==> src/rtl/regbank_wr16_pkg.sv <==
// Shared constants for the 16x16 register bank.
// Read mux and write side both import this package.
package regbank_wr16_pkg;

  localparam int REGBANK_WIDTH = 16;
  localparam int REGBANK_DEPTH = 16;
  localparam int REGBANK_AW    = 4;

  typedef enum logic {
    ST_IDLE     = 1'b0,
    ST_CLEARING = 1'b1
  } state_t;

endpackage

==> src/rtl/regbank_word.sv <==
// One storage word of the bank.
// Sync clear wins over write enable.
import regbank_wr16_pkg::*;

module regbank_word #(
  parameter int WIDTH = REGBANK_WIDTH
) (
  input  logic             clk,
  input  logic             rst_n,
  input  logic             we,
  input  logic             clr,
  input  logic [WIDTH-1:0] d,
  output logic [WIDTH-1:0] q
);

  always_ff @(posedge clk or negedge rst_n) begin
    if (!rst_n) begin
      q <= '0;
    end else if (clr) begin
      q <= '0;
    end else if (we) begin
      q <= d;
    end
  end

endmodule

==> src/rtl/regbank_wr16.sv <==
// Write side of the register bank: address decode,
// sequenced one-word-per-cycle clear, flattened output.
import regbank_wr16_pkg::*;

module regbank_wr16 #(
  parameter int WIDTH     = REGBANK_WIDTH,
  parameter int DEPTH     = REGBANK_DEPTH,
  parameter int ZERO_REG0 = 1,
  localparam int AW       = $clog2(DEPTH)
) (
  input  logic                   clk,
  input  logic                   rst_n,
  input  logic                   wr_valid,
  output logic                   wr_ready,
  input  logic [AW-1:0]          wr_addr,
  input  logic [WIDTH-1:0]       wr_data,
  input  logic                   clr,
  output logic                   busy,
  output logic                   clr_done,
  output logic [WIDTH*DEPTH-1:0] out
);

  state_t        state;
  state_t        state_nx;
  logic [AW-1:0] cnt;
  logic          last;
  logic          clearing;
  logic          accept;
  logic          done_nx;

  assign last = (cnt == AW'(DEPTH - 1));

  always_ff @(posedge clk or negedge rst_n) begin
    if (!rst_n) begin
      state <= ST_IDLE;
    end else begin
      state <= state_nx;
    end
  end

  always_comb begin
    state_nx = state;
    unique case (state)
      ST_IDLE:     if (clr) state_nx = ST_CLEARING;
      ST_CLEARING: if (last) state_nx = ST_IDLE;
    endcase
  end

  // done is registered one cycle early so it lines up
  // with the cycle that clears the last word
  always_comb begin
    wr_ready = (state == ST_IDLE);
    busy     = (state == ST_CLEARING);
    clearing = (state == ST_CLEARING);
    accept   = wr_valid && wr_ready;
    done_nx  = clearing && (cnt == AW'(DEPTH - 2));
  end

  always_ff @(posedge clk or negedge rst_n) begin
    if (!rst_n) begin
      cnt      <= '0;
      clr_done <= 1'b0;
    end else begin
      clr_done <= done_nx;
      if (clearing && !last) begin
        cnt <= cnt + 1'b1;
      end else begin
        cnt <= '0;
      end
    end
  end

  for (genvar i = 0; i < DEPTH; i++) begin : g_word
    localparam bit RO = (ZERO_REG0 != 0) && (i == 0);
    logic we;
    logic wclr;
    assign we   = accept && (wr_addr == AW'(i)) && !RO;
    assign wclr = clearing && (cnt == AW'(i));
    regbank_word #(
      .WIDTH(WIDTH)
    ) u_word (
      .clk  (clk),
      .rst_n(rst_n),
      .we   (we),
      .clr  (wclr),
      .d    (wr_data),
      .q    (out[WIDTH*i +: WIDTH])
    );
  end

endmodule

==> config.mk <==
export PLATFORM = sky130hd
export DESIGN_NAME = regbank_wr16
export DESIGN_NICKNAME = d
export VERILOG_FILES = /design/src/rtl/regbank_wr16_pkg.sv /design/src/rtl/regbank_word.sv /design/src/rtl/regbank_wr16.sv
export SDC_FILE = /design/constraint.sdc
export NUM_CORES = 1
export LEC_CHECK = 0
export ABC_AREA = 0
export CORE_MARGIN = 4
export CORE_UTILIZATION = 49
export DETAILED_ROUTE_END_ITERATION = 8
export GPL_ROUTABILITY_DRIVEN = 0
export GPL_TIMING_DRIVEN = 0
export HOLD_SLACK_MARGIN = 0.02
export PLACE_DENSITY = 0.81
export SLEW_MARGIN = 20
export SYNTH_ARGS = -nofsm -noshare
export SYNTH_HDL_FRONTEND = slang
export SYNTH_SLANG_ARGS = --single-unit
==> constraint.sdc <==
create_clock -name clk -period 2.3 [get_ports clk]
set_input_delay 0.23 -clock clk [delete_from_list [all_inputs] [get_ports clk]]
set_output_delay 0.23 -clock clk [all_outputs]
set_load 0.1 [all_outputs]
==> impl_metrics.json, run 1 <==
{
  "cpLargestDelayFamily": "buffers and inverters",
  "die_area_um2": 23700,
  "synth-seq-cells": 246,
  "grt_max_degree": 100,
  "ioPinCount": 283,
  "initial_core_util_pct": 49.8,
  "insertion_delay_ns": 0.51,
  "ys.warnings.count": 0,
  "slew_headroom_pct": 28.2,
  "yosys-top-cells-area": "dfrtp_1, mux2i_1, nand2_1",
  "floorplan.die.width_um": 154,
  "min_period_over_period_pct": 99.3,
  "fin_util_pct": 69.3,
  "row_count": 53,
  "hold_viol": 0,
  "synthCells": 879,
  "worstSetupPathType": "reg -> out",
  "final_common_cell": "dfrtp_1",
  "worstMarginPinSlew_ns": 1.08,
  "final.min_clock_period_ns": 2.28,
  "crit_chain": "clkdlybuf4s50_1",
  "area_growth_pct": 39.1,
  "setup_viol": 0,
  "avgRoutedWirePerCell_um": 20.4,
  "fin_nets": 1219,
  "dr_total_vias": 7692,
  "syn_area_per_cell_um2": 11.9,
  "via_per_inst": 5.19,
  "slew_violations": 0,
  "stdcell_count": 1482,
  "grt_first_pass_wirelength_um": 46900,
  "hpwlAfterDp_um": 21200,
  "fin_skew_ns": 0.0138,
  "yosysUniqueCellTypes": 30,
  "dpl.cell_count": 1437,
  "place_worst_setup_slack_ns": 0.0229,
  "drt-met1-wl_um": 12800,
  "synth_top_cell_area_share_pct": 59.0,
  "setup.worst_path.start_class": "register",
  "cts.reportedPaths.clkPinSlew_ns": 0.06,
  "cts_root_buf": "clkbuf_16",
  "drv_cap": 0,
  "antenna_found_initial": 0,
  "grtUsageTotal_pct": 25.0,
  "die_y_um": 154,
  "crit_path_top_delay_cell": "clkdlybuf4s50_1",
  "outcome": "complete, no violations",
  "first_global_vias": 7901,
  "crit_buf_inv": 1,
  "cp-end-kind": "output pin",
  "grt-ovfl-total": 0,
  "route.detailed.drc": 0,
  "first_pass_iters": 5,
  "port_buffers": 266,
  "drt_wl_total_um": 30300,
  "drive_gt1_share_pct": 8.20,
  "fmax_ghz": 0.438,
  "place_area_um2": 13600,
  "synthesis.area_um2": 10400,
  "crit_path_max_incr_delay_ns": 1.17,
  "numCtsBuffers": 25,
  "fp.coreArea_um2": 21000,
  "n_antenna_cell": 0,
  "cts_buffer_depth": 3,
  "cts_max_level": 1,
  "cp.required_ns": 2.07,
  "top_layer_used": "met4",
  "postCtsSetupRepairBufs": 0,
  "setup_ws_ns": 0.0150,
  "layout_common_cells": "dfrtp_1, nand2_1, mux2i_1",
  "worst-path-max-fanout": 2,
  "ant_nets": 0,
  "synth-seq-area-share_pct": 59.0,
  "tritoncts": "built",
  "wl_met3_um": 1730,
  "yosysTopAreaCell": "dfrtp_1",
  "final_area_um2": 14500,
  "hp-class": "in -> async",
  "critical_path_arrival_ns": 2.05,
  "drtIter0Drc": 314,
  "wl_met2_um": 14900,
  "cts_num_sinks": 246
}
[stage by stage]
| stage | setup TNS [ns] | hold WS, ns |
|---|---|---|
| final | 0 | 0.276 |
| after global placement | -2319.79 | 0.511 |
| after CTS | 0 | 0.300 |
| after global routing | -0.00483 | 0.317 |
| after floorplan | 0 | -0.0656 |
| after detailed placement | 0 | 0.244 |
[area by class of cell]
| class | count | area, um2 |
|---|---|---|
| Fill cell | 1581 | 6430 |
| Sequential cell | 246 | 6160 |
| Multi-Input combinational cell | 550 | 3810 |
| Timing Repair Buffer | 269 | 2830 |
| Clock buffer | 39 | 758 |
| Buffer | 77 | 450 |
| Tap cell | 275 | 344 |
| Clock inverter | 5 | 100 |
| Inverter | 21 | 78.8 |
[repair_timing]
action	CTS	global route
hold buffers	1	0
gates cloned	0	0
gates resized for setup	10	45
hold endpoints to repair	77	0
setup endpoints to repair	8	44
[synthesized netlist by cell type, drive strengths merged]
cell,n
nand2,250
dfrtp,246
mux2i,240
buf,45
clkbuf,32
inv,21
nand4b,9
nor2b,7
ha,5
nand4,4
a21oi,3
and3,2
and4bb,2
nor2,2
or4bb,2
a211o,1
conb,1
nand3,1
nand4bb,1
nor4b,1
o21a,1
o21ai,1
or3,1
or4,1
[state kept, by name, summed over array words and instances, names as in the netlist]
name / flops
busy: 1
clr_done: 1
cnt: 4
g_word.u_word.q: 240
[kinds of logic after synthesis]
kind of cell	Yosys count	share of synthesized area, %
buffers and inverters	98	5.07
adders and majority gates	5	0.600
AOI/OAI and AO/OA	6	0.348
other	1	0.0359
DFF	246	59.0
muxes	240	23.0
and+or+nand+nor	283	11.9
[layer usage]
metal / track usage, % / up-vias
li1: - / 3510
met1: 34.0 / 3879
met2: 42.2 / 255
met3: 4.31 / 48
met4: 6.48 / 0
met5: 0 / -
[final timing paths]
check | startpoint | to | slack (ns) | cells past startpoint
setup / recovery | g_word[14].u_word.q[6]$_DFFE_PN0P_ | out[230] | 0.02 | 1
hold / removal | rst_n | g_word[1].u_word.q[12]$_DFFE_PN0P_ | 0.28 | 2
setup reg to reg | cnt[0]$_DFF_PN0_ | g_word[3].u_word.q[11]$_DFFE_PN0P_ | 0.14 | 7
max in group asynchronous | rst_n | g_word[13].u_word.q[4]$_DFFE_PN0P_ | 0.79 | 4
min in group clk | clr | busy$_DFF_PN0_ | 0.32 | 2
hold reg to reg | g_word[15].u_word.q[8]$_DFFE_PN0P_ | g_word[15].u_word.q[8]$_DFFE_PN0P_ | 0.52 | 2
Power of run 1 is not shown: default switching activity piles up to over one toggle a cycle in this logic, so the estimate is an artifact.
==> run 2: changes to the inputs <==
--- a/config.mk
+++ b/config.mk
@@ -13,7 +13,6 @@
 export GPL_TIMING_DRIVEN = 0
 export HOLD_SLACK_MARGIN = 0.02
 export PLACE_DENSITY = 0.81
-export SLEW_MARGIN = 20
 export SYNTH_ARGS = -nofsm -noshare
 export SYNTH_HDL_FRONTEND = slang
 export SYNTH_SLANG_ARGS = --single-unit
==> run 2 against run 1 <==
Final area grew 1.1%; via count grew 0.35%; worst hold slack lost 0.038 ns; global-route usage grew 0.36 points; sequential share of layout area shrank 0.46 points; maximum frequency shrank 0.45%; clock skew shrank 0.0024 ns; wire length grew 1.6%; highest routed layer unchanged.
==> impl_metrics.json, run 2 (synthesized netlist as in run 1, its figures left out) <==
{
  "fillers": 1549,
  "tritoncts": "built",
  "min_period_over_period_pct": 99.8,
  "layout_common_cells": "dfrtp_1, nand2_1, mux2i_1",
  "numCtsBuffers": 26,
  "cts_max_level": 1,
  "worstSetupPathType": "reg -> out",
  "port_buffers": 266,
  "grt-ovfl-total": 0,
  "route.detailed.drc": 0,
  "stdcell_count": 1486,
  "critical_path_arrival_ns": 2.07,
  "cts_num_sinks": 246,
  "die_y_um": 154,
  "drtIter0Drc": 445,
  "worstMarginPinSlew_ns": 1.06,
  "dpl.cell_count": 1437,
  "grtUsageTotal_pct": 25.4,
  "place_worst_setup_slack_ns": 0.0309,
  "grt_first_pass_wirelength_um": 47500,
  "fin_nets": 1220,
  "via_per_inst": 5.19,
  "initial_core_util_pct": 49.8,
  "antenna_found_initial": 0,
  "slew_headroom_pct": 29.7,
  "area_growth_pct": 40.7,
  "first_global_vias": 8041,
  "rrSetupSlack_ns": 0.13,
  "r2r-start": "cnt[1]$_DFF_PN0_",
  "avgRoutedWirePerCell_um": 20.7,
  "crit_path_max_incr_delay_ns": 1.16,
  "first_pass_iters": 5,
  "place_area_um2": 13600,
  "grt_max_degree": 117,
  "insertion_delay_ns": 0.53,
  "holdWs_ns": 0.238,
  "hpwlAfterDp_um": 21100,
  "crit_path_top_delay_cell": "clkdlybuf4s50_1",
  "setup.worst_path.start_class": "register",
  "crit_chain": "clkdlybuf4s50_1",
  "worst-path-max-fanout": 2,
  "postCtsSetupRepairBufs": 0,
  "slew_violations": 0,
  "die_area_um2": 23700,
  "crit_buf_inv": 1,
  "dr_total_vias": 7719,
  "critical_path.startpoint": "g_word[6].u_word.q[12]$_DFFE_PN0P_",
  "setup_viol": 0,
  "drive_gt1_share_pct": 8.92,
  "setup_ws_ns": 0.00465,
  "cpLargestDelayFamily": "buffers and inverters",
  "fin_skew_ns": 0.0114,
  "n_antenna_cell": 0,
  "floorplan.die.width_um": 154,
  "cts_buffer_depth": 3,
  "row_count": 53,
  "drt_wl_total_um": 30800,
  "regMostFlops": "g_word.u_word.q",
  "outcome": "complete, no violations",
  "top_regs": "g_word.u_word.q: 240 flops, cnt: 4 flops",
  "final_area_um2": 14700,
  "cts.reportedPaths.clkPinSlew_ns": 0.06,
  "fp.coreArea_um2": 21000,
  "cts_root_buf": "clkbuf_16",
  "hp-class": "in -> async",
  "drv_cap": 0,
  "cp.required_ns": 2.07,
  "final_common_cell": "dfrtp_1",
  "cp-end-kind": "output pin",
  "ioPinCount": 283,
  "final.min_clock_period_ns": 2.30,
  "hold_viol": 0,
  "largest_reg_flops": 240,
  "ant_nets": 0,
  "fmax_ghz": 0.436
}
-- run 2: path summary, 6_finish.rpt --
| kind | depth (start not counted) | endpoint |
|---|---|---|
| min reg2reg | 2 | g_word[15].u_word.q[11]$_DFFE_PN0P_ |
| max | 1 | out[108] |
| max reg2reg | 7 | g_word[3].u_word.q[9]$_DFFE_PN0P_ |
| min | 2 | g_word[6].u_word.q[8]$_DFFE_PN0P_ |
| max in group asynchronous | 3 | g_word[5].u_word.q[6]$_DFFE_PN0P_ |
| min in group clk | 2 | busy$_DFF_PN0_ |
-- run 2: timing repair --
action                     in CTS  in global routing
pin swaps                       0                  0
hold endpoints to repair       61                  0
hold buffers                    1                  0
setup endpoints to repair      20                 73
gates resized for setup        22                 74
-- run 2: cell type report --
type,instances,area (um2),area share [%]
clock inverters,12,170,1.16
plain buffers,77,450,3.07
repair buffers,269,2880,19.6
multi-input cells,550,3810,25.9
well taps,275,344,2.34
flip-flops and latches,246,6160,41.9
inverters,21,78.8,0.537
clock buffers,36,790,5.38
-- run 2: stage by stage --
stage	util [%]	TNS, ns
2_1_floorplan	-	0
3_3_place_gp	64.4	-2319.79
3_5_place_dp	64.7	0
4_1_cts	69.2	0
5_1_grt	70.1	-0.0306
6_report	70.1	0
-- run 2: routing by layer --
metal	up-vias	GRT usage (%)	share of wire, %
li1	3500	-	-
met4	0	7.99	2.9
met2	278	42.3	49
met5	-	0	0
met3	54	4.98	6.4
met1	3887	33.9	42
Power of run 2 is left out for the same reason.
==> run 3: changes to the inputs <==
--- a/config.mk
+++ b/config.mk
@@ -7,12 +7,12 @@
 export LEC_CHECK = 0
 export ABC_AREA = 0
 export CORE_MARGIN = 4
-export CORE_UTILIZATION = 49
+export CORE_UTILIZATION = 40
 export DETAILED_ROUTE_END_ITERATION = 8
 export GPL_ROUTABILITY_DRIVEN = 0
 export GPL_TIMING_DRIVEN = 0
 export HOLD_SLACK_MARGIN = 0.02
-export PLACE_DENSITY = 0.81
+export PLACE_DENSITY = 0.68
 export SYNTH_ARGS = -nofsm -noshare
 export SYNTH_HDL_FRONTEND = slang
 export SYNTH_SLANG_ARGS = --single-unit
==> run 3 against run 2 <==
Register-to-register slack improved by 0.05 ns; highest routed layer unchanged; wire length is 3.0% higher; via count fell by 1.4%; maximum frequency grew 0.95%; critical path type unchanged; critical path depth unchanged; worst hold slack improved by 0.046 ns.
==> impl_metrics.json, run 3 (synthesized netlist as in run 1, its figures left out) <==
{
  "outcome": "complete, no violations",
  "die_y_um": 170,
  "critical_path_arrival_ns": 2.04,
  "hpwlAfterDp_um": 22100,
  "layout_common_cells": "dfrtp_1, nand2_1, mux2i_1",
  "drive_gt1_share_pct": 8.35,
  "cts_buffer_depth": 3,
  "fin_util_pct": 57.7,
  "drtIter0Drc": 536,
  "cts_num_sinks": 246,
  "antenna_found_initial": 1,
  "route.detailed.drc": 0,
  "final.min_clock_period_ns": 2.27,
  "final_common_cell": "dfrtp_1",
  "top_regs": "g_word.u_word.q: 240 flops, cnt: 4 flops",
  "rrSetupSlack_ns": 0.18,
  "fillers": 2162,
  "dr_total_vias": 7613,
  "r2r-start": "cnt[1]$_DFF_PN0_",
  "cts_max_level": 1,
  "ioPinCount": 283,
  "slew_violations": 0,
  "die_area_um2": 28700,
  "worst-path-max-fanout": 2,
  "seqCellArea_um2": 6160,
  "fmax_ghz": 0.440,
  "hold_viol": 0,
  "ant_nets": 0,
  "holdWs_ns": 0.284,
  "fp.coreArea_um2": 25400,
  "final.setup.tns_ns": 0,
  "grt_first_pass_wirelength_um": 48400,
  "insertion_delay_ns": 0.52,
  "crit_buf_inv": 1,
  "cp.depth": 1,
  "first_global_vias": 7870,
  "postCtsSetupRepairBufs": 0,
  "hp-class": "in -> async",
  "cts.reportedPaths.clkPinSlew_ns": 0.06,
  "cts_root_buf": "clkbuf_16",
  "grt-ovfl-total": 0,
  "first_pass_iters": 4,
  "r2r-end": "g_word[3].u_word.q[8]$_DFFE_PN0P_",
  "worstMarginPinSlew_ns": 1.07,
  "regMostFlops": "g_word.u_word.q",
  "min_period_over_period_pct": 98.9,
  "row_count": 58,
  "setup.worst_path.start_class": "register",
  "cp.required_ns": 2.07,
  "place_worst_setup_slack_ns": -0.0111,
  "cpLargestDelayFamily": "buffers and inverters",
  "setup_viol": 0,
  "grt_max_degree": 95,
  "drt_wl_total_um": 31700,
  "endpoint": "out[74]",
  "avgRoutedWirePerCell_um": 20.6,
  "largest_reg_flops": 240,
  "slew_headroom_pct": 28.4,
  "floorplan.die.width_um": 170,
  "tritoncts": "built",
  "worstSetupPathType": "reg -> out",
  "port_buffers": 266,
  "cp-end-kind": "output pin",
  "crit_path_max_incr_delay_ns": 1.18,
  "initial_core_util_pct": 41.1,
  "reg2reg_depth": 7,
  "crit_chain": "clkdlybuf4s50_1",
  "numCtsBuffers": 26,
  "via_per_inst": 4.94,
  "crit_path_top_delay_cell": "clkdlybuf4s50_1",
  "drv_cap": 0,
  "fin_nets": 1220,
  "setup_ws_ns": 0.0263,
  "grtUsageTotal_pct": 21.6,
  "multi_input_area_um2": 3810,
  "area_growth_pct": 40.5,
  "fin_skew_ns": 0.00656,
  "critical_path.startpoint": "g_word[4].u_word.q[10]$_DFFE_PN0P_"
}
-- run 3: cell count changes in the layout (fill, tap and decap cells not counted), sizes merged --
cell and change:
clkbuf +3, clkinvlp -4, clkdlybuf4s50 -12, dlygate4sd2 +6, diode +1, clkinv +1, dlymetal6s2s +6, bufinv -2
-- run 3: layout make-up --
type | instances | share of cell area, %
diodes | 1 | 0.0171
plain buffers | 77 | 3.07
flip-flops and latches | 246 | 42.0
multi-input cells | 550 | 26.0
well taps | 330 | 2.82
repair buffers | 269 | 19.7
clock buffers | 39 | 5.32
clock inverters | 7 | 0.580
inverters | 21 | 0.538
-- run 3: metal layers --
layer / routed length [um] / vias up / GRT usage, %
li1: - / 3508 / -
met1: 13900 / 3823 / 30.5
met2: 14800 / 232 / 34.4
met3: 2130 / 50 / 3.91
met4: 953 / 0 / 6.37
met5: 0 / - / 0
-- run 3: worst min path at each step --
stage,from,to,slack [ns]
3_5_place_dp,rst_n,g_word[6].u_word.q[11]$_DFFE_PN0P_,0.25
4_1_cts,rst_n,g_word[6].u_word.q[11]$_DFFE_PN0P_,0.29
5_1_grt,clr,busy$_DFF_PN0_,0.31
6_report,rst_n,g_word[6].u_word.q[11]$_DFFE_PN0P_,0.28
3_3_place_gp,g_word[15].u_word.q[12]$_DFFE_PN0P_,g_word[15].u_word.q[12]$_DFFE_PN0P_,0.51
2_1_floorplan,rst_n,busy$_DFF_PN0_,-0.07
-- run 3: stage by stage --
step                      cells  cell area [um2]
after floorplan             894            10500
after global placement     1490            13600
after detailed placement   1492            13600
after CTS                  1539            14500
after global routing       1540            14700
final                      1540            14700
-- run 3: timing repair --
| action | 4_1_cts | 5_1_grt |
|---|---|---|
| endpoints found under the hold margin | 71 | 0 |
| gates cloned | 0 | 0 |
| endpoints found under the setup margin | 26 | 79 |
| gates resized for setup | 28 | 80 |
| hold buffers | 1 | 0 |
Power of run 3 is left out for the same reason.
